`config.mk`:
```
export PLATFORM = sky130hd
export DESIGN_NAME = fetch_stage_flat
export DESIGN_NICKNAME = d
export VERILOG_FILES = /design/src/rtl/riscv_pkg.sv /design/src/rtl/fetch_stage_if.sv /design/src/rtl/if_id_reg.sv /design/src/rtl/fetch_stage.sv /design/src/flat_wrapper.sv
export SDC_FILE = /design/constraint.sdc
export NUM_CORES = 1
export LEC_CHECK = 0
export CAP_MARGIN = 20
export CORE_UTILIZATION = 47
export DETAILED_ROUTE_END_ITERATION = 12
export GPL_TIMING_DRIVEN = 0
export PLACE_DENSITY_LB_ADDON = 0.15
export REMOVE_ABC_BUFFERS = 1
export SETUP_SLACK_MARGIN = 0.1
export SKIP_LAST_GASP = 1
export SYNTH_ARGS = -nofsm -noshare
export SYNTH_HDL_FRONTEND = slang
export SYNTH_SLANG_ARGS = --single-unit
```
`constraint.sdc`:
```
create_clock -name clk -period 2.37 [get_ports clk]
set_input_delay 0.474 -clock clk [delete_from_list [all_inputs] [get_ports clk]]
set_output_delay 0.474 -clock clk [all_outputs]
set_load 0.005 [all_outputs]
```
`src/rtl/riscv_pkg.sv`:
```
// Shared pipeline types and constants for the RV32 core: NOP, reset PC and the F->D payload.
package riscv_pkg;

  localparam int          XLEN             = 32;
  localparam logic [31:0] NOP_INSTR        = 32'h0000_0013;
  localparam logic [31:0] RESET_PC_DEFAULT = 32'h0000_0000;

  typedef struct packed {
    logic [XLEN-1:0] instr;
    logic [XLEN-1:0] pc;
    logic [XLEN-1:0] pc_plus4;
    logic            valid;
  } if_id_t;

  // addi x0,x0,0 with zeroed PC fields marks an empty decode slot
  localparam if_id_t IF_ID_BUBBLE = '{
    instr:    NOP_INSTR,
    pc:       '0,
    pc_plus4: '0,
    valid:    1'b0
  };

endpackage

```
`src/rtl/fetch_stage_if.sv`:
```
// Instruction-memory read bus between the fetch stage and a combinational instruction RAM.
interface fetch_stage_if #(
  parameter int IMEM_AW    = 8,
  parameter int DATA_WIDTH = 32
);

  logic [IMEM_AW-1:0]    imem_addr;
  logic [DATA_WIDTH-1:0] imem_rdata;

  modport master (output imem_addr, input  imem_rdata);
  modport slave  (input  imem_addr, output imem_rdata);

endinterface

```
`src/rtl/if_id_reg.sv`:
```
// F->D pipeline register; priority reset > flush > stall > load.
module if_id_reg
  import riscv_pkg::*;
(
  input  logic   clk,
  input  logic   rst,
  input  logic   flush_i,
  input  logic   stall_i,
  input  if_id_t d_i,
  output if_id_t q_o
);

  if_id_t fd_q;

  always_ff @(posedge clk) begin
    if (!rst) begin
      fd_q <= IF_ID_BUBBLE;
    end else if (flush_i) begin
      fd_q <= IF_ID_BUBBLE;
    end else if (!stall_i) begin
      fd_q <= d_i;
    end
  end

  assign q_o = fd_q;

endmodule

```
`src/rtl/fetch_stage.sv`:
```
// Instruction fetch: PC register, next-PC select, sticky misaligned-redirect flag and F->D register.
module fetch_stage
  import riscv_pkg::*;
#(
  parameter int                       ADDRESS_WIDTH = 32,
  parameter int                       DATA_WIDTH    = 32,
  parameter int                       IMEM_AW       = 8,
  parameter logic [ADDRESS_WIDTH-1:0] RESET_PC      = RESET_PC_DEFAULT
) (
  input  logic                     clk,
  input  logic                     rst,
  input  logic                     StallF,
  input  logic                     StallD,
  input  logic                     FlushD,
  input  logic                     PCSrcE,
  input  logic [ADDRESS_WIDTH-1:0] PCTargetE,
  fetch_stage_if.master            imem,
  output logic [DATA_WIDTH-1:0]    InstrD,
  output logic [ADDRESS_WIDTH-1:0] PCD,
  output logic [ADDRESS_WIDTH-1:0] PCPlus4D,
  output logic                     ValidD,
  output logic                     misalign_err
);

  logic [ADDRESS_WIDTH-1:0] pcf_q, pcf_d;
  logic [ADDRESS_WIDTH-1:0] pcf_plus4;
  logic                     misalign_q, misalign_d;
  if_id_t                   fd_d, fd_q;

  always_comb begin
    pcf_plus4 = pcf_q + ADDRESS_WIDTH'(4);

    // A redirect overrides a fetch stall; the low two target bits are dropped
    if (PCSrcE) begin
      pcf_d = {PCTargetE[ADDRESS_WIDTH-1:2], 2'b00};
    end else if (StallF) begin
      pcf_d = pcf_q;
    end else begin
      pcf_d = pcf_plus4;
    end

    misalign_d = misalign_q | (PCSrcE & (|PCTargetE[1:0]));

    fd_d = '{
      instr:    imem.imem_rdata,
      pc:       pcf_q,
      pc_plus4: pcf_plus4,
      valid:    1'b1
    };
  end

  always_ff @(posedge clk) begin
    if (!rst) begin
      pcf_q      <= RESET_PC;
      misalign_q <= 1'b0;
    end else begin
      pcf_q      <= pcf_d;
      misalign_q <= misalign_d;
    end
  end

  if_id_reg u_if_id_reg (
    .clk     (clk),
    .rst     (rst),
    .flush_i (FlushD),
    .stall_i (StallD),
    .d_i     (fd_d),
    .q_o     (fd_q)
  );

  assign imem.imem_addr = pcf_q[IMEM_AW-1:0];
  assign InstrD         = fd_q.instr;
  assign PCD            = fd_q.pc;
  assign PCPlus4D       = fd_q.pc_plus4;
  assign ValidD         = fd_q.valid;
  assign misalign_err   = misalign_q;

endmodule
```
`src/flat_wrapper.sv`:
```
// flat-port wrapper written by rule: the top's interface ports become plain ports
module fetch_stage_flat import riscv_pkg::*;
#(
  parameter int                       ADDRESS_WIDTH = 32,
  parameter int                       DATA_WIDTH    = 32,
  parameter int                       IMEM_AW       = 8,
  parameter logic [ADDRESS_WIDTH-1:0] RESET_PC      = RESET_PC_DEFAULT
)
  (clk, rst, StallF, StallD, FlushD, PCSrcE, PCTargetE, InstrD, PCD, PCPlus4D, ValidD, misalign_err, imem_imem_addr, imem_imem_rdata);
  fetch_stage_if #(.IMEM_AW(IMEM_AW), .DATA_WIDTH(DATA_WIDTH)) imem_i ();
  input  logic clk;
  input  logic rst;
  input  logic StallF;
  input  logic StallD;
  input  logic FlushD;
  input  logic PCSrcE;
  input  logic [ADDRESS_WIDTH-1:0] PCTargetE;
  output logic [DATA_WIDTH-1:0] InstrD;
  output logic [ADDRESS_WIDTH-1:0] PCD;
  output logic [ADDRESS_WIDTH-1:0] PCPlus4D;
  output logic ValidD;
  output logic misalign_err;
  output wire logic [$bits(imem_i.imem_addr)-1:0] imem_imem_addr;
  input wire logic [$bits(imem_i.imem_rdata)-1:0] imem_imem_rdata;
  assign imem_imem_addr = imem_i.imem_addr;
  assign imem_i.imem_rdata = imem_imem_rdata;
  fetch_stage #(.ADDRESS_WIDTH(ADDRESS_WIDTH), .DATA_WIDTH(DATA_WIDTH), .IMEM_AW(IMEM_AW), .RESET_PC(RESET_PC)) u_core (.clk(clk), .rst(rst), .StallF(StallF), .StallD(StallD), .FlushD(FlushD), .PCSrcE(PCSrcE), .PCTargetE(PCTargetE), .imem(imem_i), .InstrD(InstrD), .PCD(PCD), .PCPlus4D(PCPlus4D), .ValidD(ValidD), .misalign_err(misalign_err));
endmodule
```
## Word level (Yosys, flattened, before mapping)

Index checks and enable logic that the tools add are counted.
W data, S select, Z words.

| storage, ports and cells | value |
|---|---|
| register bits after elaboration | 130 |
| latch bits | 0 |
| RAM bits | 0 |
| bits in read-only memories | 0 |
| memories kept | 0 |

| operators by class | value |
|---|---|
| add/sub/neg operators | 1 |
| $mul | 0 |
| divide/modulo/power cells | 0 |
| $lt $le $gt $ge | 0 |
| equal/unequal tests | 1 |
| shift operators | 0 |
| muxes and demuxes | 2 |
| bitwise gates (word level) | 3 |
| reduce and logical (&&, ||, !) cells | 3 |

Operators by type and width:

| cell | number |
|---|---|
| $mux W32 | 2 |
| $add A32 B3 Y32 const B | 1 |
| $reduce_or A2 Y1 | 3 |
| $ne A2 B1 Y1 const B | 1 |
| $and A1 B1 Y1 | 1 |
| $not A1 Y1 | 1 |
| $or A1 B1 Y1 | 1 |

## Logic depth before layout (Yosys ltp)

| depth | value |
|---|---|
| depth after elaboration | 3 |
| mapped depth | 7 |
| mapped depth without buffers | 5 |

## Cells and area by module

Synthesis repeated with hierarchy kept, for this count alone.

| second synthesis, totals | value |
|---|---|
| cell total of the unflattened synthesis | 633 |
| area total of the unflattened synthesis | 5988.2 um^2 |

By module, submodules not included:

| module | times used | cells each | area an instance (um^2) |
|---|---|---|---|
| if_id_reg | 1 | 314 | 3465.8 |
| fetch_stage | 1 | 319 | 2522.4 |

## Worst setup path after synthesis

Ideal clock, no wire load.

| timing | value |
|---|---|
| path type | reg2reg |
| start point | register u_core.pcf_q[2] |
| end point | register u_core.pcf_q[26] |
| setup time | 74 ps |
| arrival time | 1967 ps |
| data required time | 2296 ps |
| slack | 329 ps |
| stages on the path, launching flop included | 7 |
| path buffers | 1 |
| clock period less this slack | 2041 ps |
| cells stage by stage | dfxtp_1 -> ha_1 -> nand4_1 -> or3_1 -> buf_6 -> or4_1 -> a31oi_1 |

| between the ends | value |
|---|---|
| word-level cells in the longest chain between the ends | 3 |

Ends and longest elaborated chain:

| item | line | source |
|---|---|---|
| start, declared | fetch_stage.sv:25 | `logic [ADDRESS_WIDTH-1:0] pcf_q, pcf_d;` |
| start signal, assigned | fetch_stage.sv:57 | `pcf_q <= pcf_d;` |
| $add A32 B3 Y32 | fetch_stage.sv:31 | `pcf_plus4 = pcf_q + ADDRESS_WIDTH'(4);` |
| $mux W32 | fetch_stage.sv:36 | `end else if (StallF) begin` |
| $mux W32 | fetch_stage.sv:34 | `if (PCSrcE) begin` |

Every way passes these cells. The select of a mux whose other input is x is not followed.
A chain may end at the register's enable or synchronous reset.

## Worst setup path after layout

| timing | value |
|---|---|
| start point | register u_core.pcf_q[2] |
| end point | register, netlist name u_core.u_if_id_reg.q_o[29] |

| between the ends | value |
|---|---|
| word-level cells in the longest chain between the ends | 1 |

Ends and longest elaborated chain:

| item | line |
|---|---|
| $add A32 B3 Y32 | fetch_stage.sv:31 |

Every way passes these cells.

==> flow_summary.yaml <==
synthesis:
  avgSynthCellArea_um2: 8.83
  synthTopCellsByArea: "dfxtp_1 45%, mux2i_1 12%, o21ai_0 5.5%"
  synthFlopType: "dfxtp_1"
  synthMuxAreaShare: 0.116
  synth_edf_count: 0
  ys_types: 50
  synth_top_cell_area_share: 0.450
  synth_cells: 625
  synth_compound_area_frac: 0.149
  synth_xor_area_frac: 0.0365
  synth_top_family_by_area: "simple AND/OR/NAND/NOR gates"
  synthAdderAreaFrac: 0.00227
  synth-simple-area-share: 0.190
  ys_seq_area_frac: 0.450
  async_flop_share: 0
  yosysTopAreaCell: "dfxtp_1"
  synth_seq_cells: 124
  ys_warn_count: 0
  synth_area_um2: 5520
power_and_ir_drop:
  finalPower_mw: 5.43
  leakagePower_nw: 2.93
  power_density_nw_per_um2: 684
  vdd_ir_drop_max_mv: 0.483
placed_design:
  post-place-ws_ns: -0.707
  place_congestion: 0.802
  port_buffers: 169
  place_area_um2: 7260
  place_hpwl_mm: 10.4
worst_setup_path:
  rr_startpoint: "u_core.pcf_q[2]"
  worstPathRequired_ns: 2.70
  worst_path_largest_cell_delay_ns: 0.50
  start_kind: "register"
  worst_ep_arrival_time_ns: 2.51
  critPathSlowestCell: "or3_4"
  critPathCaptureType: "register"
  crit_type: "reg2reg"
  cp-startpoint: "u_core.pcf_q[2]"
  cp_max_fo: 11
  path_cells: "ha_2, nand4_1, or3_4, or4_1, a31oi_1"
route:
  first_iter_violations: 256
  wl_per_cell_um: 16.7
  dr.pass1.iters: 6
  drtAntennaViolNets: 0
  avgViaCountPerCell: 5.58
  vias: 5169
  drc: 0
  drt_wl_total_mm: 15.5
clock_tree:
  cts_sinks: 124
  cts_root_buffer: "clkbuf_16"
  worstSkewPairLatency_ns: 0.41
  h-tree-depth: 4
  clockBufferDepth: 2
  cts_buffers: 17
  cts_tree: "built"
  clkSlewWorstSetupHoldPaths_ns: 0.06
  cts_hold_buf: 0
timing:
  setup_viol: 0
  hold_viol: 0
  tightest_slew_ns: 0.787
  slew_viol_final: 0
  finalCriticalPeriod_ns: 2.18
  timing.final.ws_setup_ns: 0.187
  skew_ns: 0.00790
  fmax_mhz: 458
  slew-limit-headroom: 0.474
  rsz0062_at_grt: "no"
  finalCritPeriodShare: 0.921
global_route:
  grt_start_max_net_pins: 50
  grt-ovfl-total: 0
  antenna_found_initial: 0
  grtUsageTotal: 0.254
  grt_pass1_wl_mm: 23.7
  grt_pass1_vias: 4891
layout:
  area_growth_pct: 43.9
  multi_input_area_um2: 2780
  layout-drive-gt1-share: 0.0766
  antenna_cells: 0
  layout.nets: 841
  final_cell_mix: "166 x clkdlybuf4s50_1, 122 x dfxtp_1, 76 x nor2_1, 64 x mux2i_1, 61 x o21ai_0"
  fin_area_um2: 7940
  regArea_um2: 2480
  layout_commonest_cell: "clkdlybuf4s50_1"
  fillers: 914
worst_hold_path:
  min_from: "u_core.u_if_id_reg.q_o[0]"
  hold_path.class: "reg2reg"
die:
  ios: 176
  die_area_um2: 12200
  rows: 39
  core_area_um2: 11400
  die_width_um: 110
  initial_utilization: 0.483
  die_h_um: 110
run_status:
  outcome: "completed"
job:
  max_cap_viol_count: 0
## cell usage after synthesis (4+ instances only)
cell / n
a21oi_1: 21
a31oi_1: 25
buf_1: 4
buf_2: 7
buf_4: 12
clkbuf_1: 38
dfxtp_1: 124
mux2i_1: 64
nand2_1: 35
nand2b_1: 4
nand3_1: 8
nand4_1: 10
nor2_1: 76
nor3_1: 13
nor4_1: 7
o211a_1: 4
o21ai_0: 61
o31ai_1: 11
or3_1: 20
or4_1: 12
xnor2_1: 14
xor2_1: 9
## state kept, by name, indices dropped and copies added (netlist names)
signal and count:
u_core.u_if_id_reg.q_o 93, u_core.pcf_q 30, u_core.misalign_err 1
## per-stage QoR
| stage | hold slack, ns | instances | util | setup TNS (ns) |
|---|---|---|---|---|
| final | 0.456 | 926 | 0.696 | 0 |
| after global routing | 0.473 | 926 | 0.696 | 0 |
| after CTS | 0.461 | 923 | 0.692 | 0 |
| after detailed placement | 0.448 | 886 | 0.636 | -11.18 |
| after global placement | 0.437 | 880 | 0.623 | -285.54 |
| after floorplan | 0.451 | 568 | - | 0 |
## critical path: cells and delay by family, from the launching register on
family / cells / cell delay [ns]
and+or+nand+nor: 3 / 1.20
DFF: 1 / 0.42
adders and majority gates: 1 / 0.30
AOI/OAI and AO/OA: 1 / 0.18
## report_power, final
part	leakage (nW)	switching (mW)	total [mW]	internal (mW)
logic	1.62	0.244	0.579	0.335
registers	1.02	0.100	2.27	2.17
clock network	0.289	0.976	2.58	1.61
total	2.93	1.32	5.43	4.11
## logic make-up (layout without fill, tap and decap cells)
kind of cell | count (synthesis) | after routing
mux | 64 | 64
fa+ha+maj | 1 | 1
other cells | 1 | 6
compound gates | 138 | 138
flops | 124 | 124
xor+xnor | 23 | 23
buf+inv | 66 | 219
simple gates | 208 | 208
## final timing paths
check / endpoint / slack, ns / cells after the start
min: u_core.u_if_id_reg.q_o[0] / 0.46 / 1
max reg2reg: u_core.u_if_id_reg.q_o[29] / 0.19 / 5
max: u_core.u_if_id_reg.q_o[29] / 0.19 / 5
min reg2reg: u_core.u_if_id_reg.q_o[0] / 0.46 / 1
## timing repair
| action | in CTS | in global routing |
|---|---|---|
| setup buffers | 5 | 2 |
| setup endpoints to repair | 23 | 37 |
| gates resized for setup | 3 | 7 |
| pin swaps | 2 | 1 |
| cloned | 0 | 1 |
## metal layers
| metal | global-route usage | share of wire | up-vias | wire (um) |
|---|---|---|---|---|
| met5 | 0 | 0 | - | 0 |
| met4 | 0.0987 | 0.018 | 0 | 285 |
| met3 | 0.0700 | 0.077 | 25 | 1190 |
| met2 | 0.425 | 0.48 | 185 | 7470 |
| met1 | 0.309 | 0.42 | 2441 | 6510 |
| li1 | - | - | 2518 | - |
## layout make-up
cell class                 instances  area share
clock inverter                    13      0.0180
multi-input combinational        440       0.349
timing repair buffer             182       0.237
sequential                       124       0.313
tap                              143      0.0225
clock buffer                      19      0.0570
timing repair inverter             1    0.000630
inverter                           4     0.00236
Note: power is estimated with default switching activity, not from simulation.
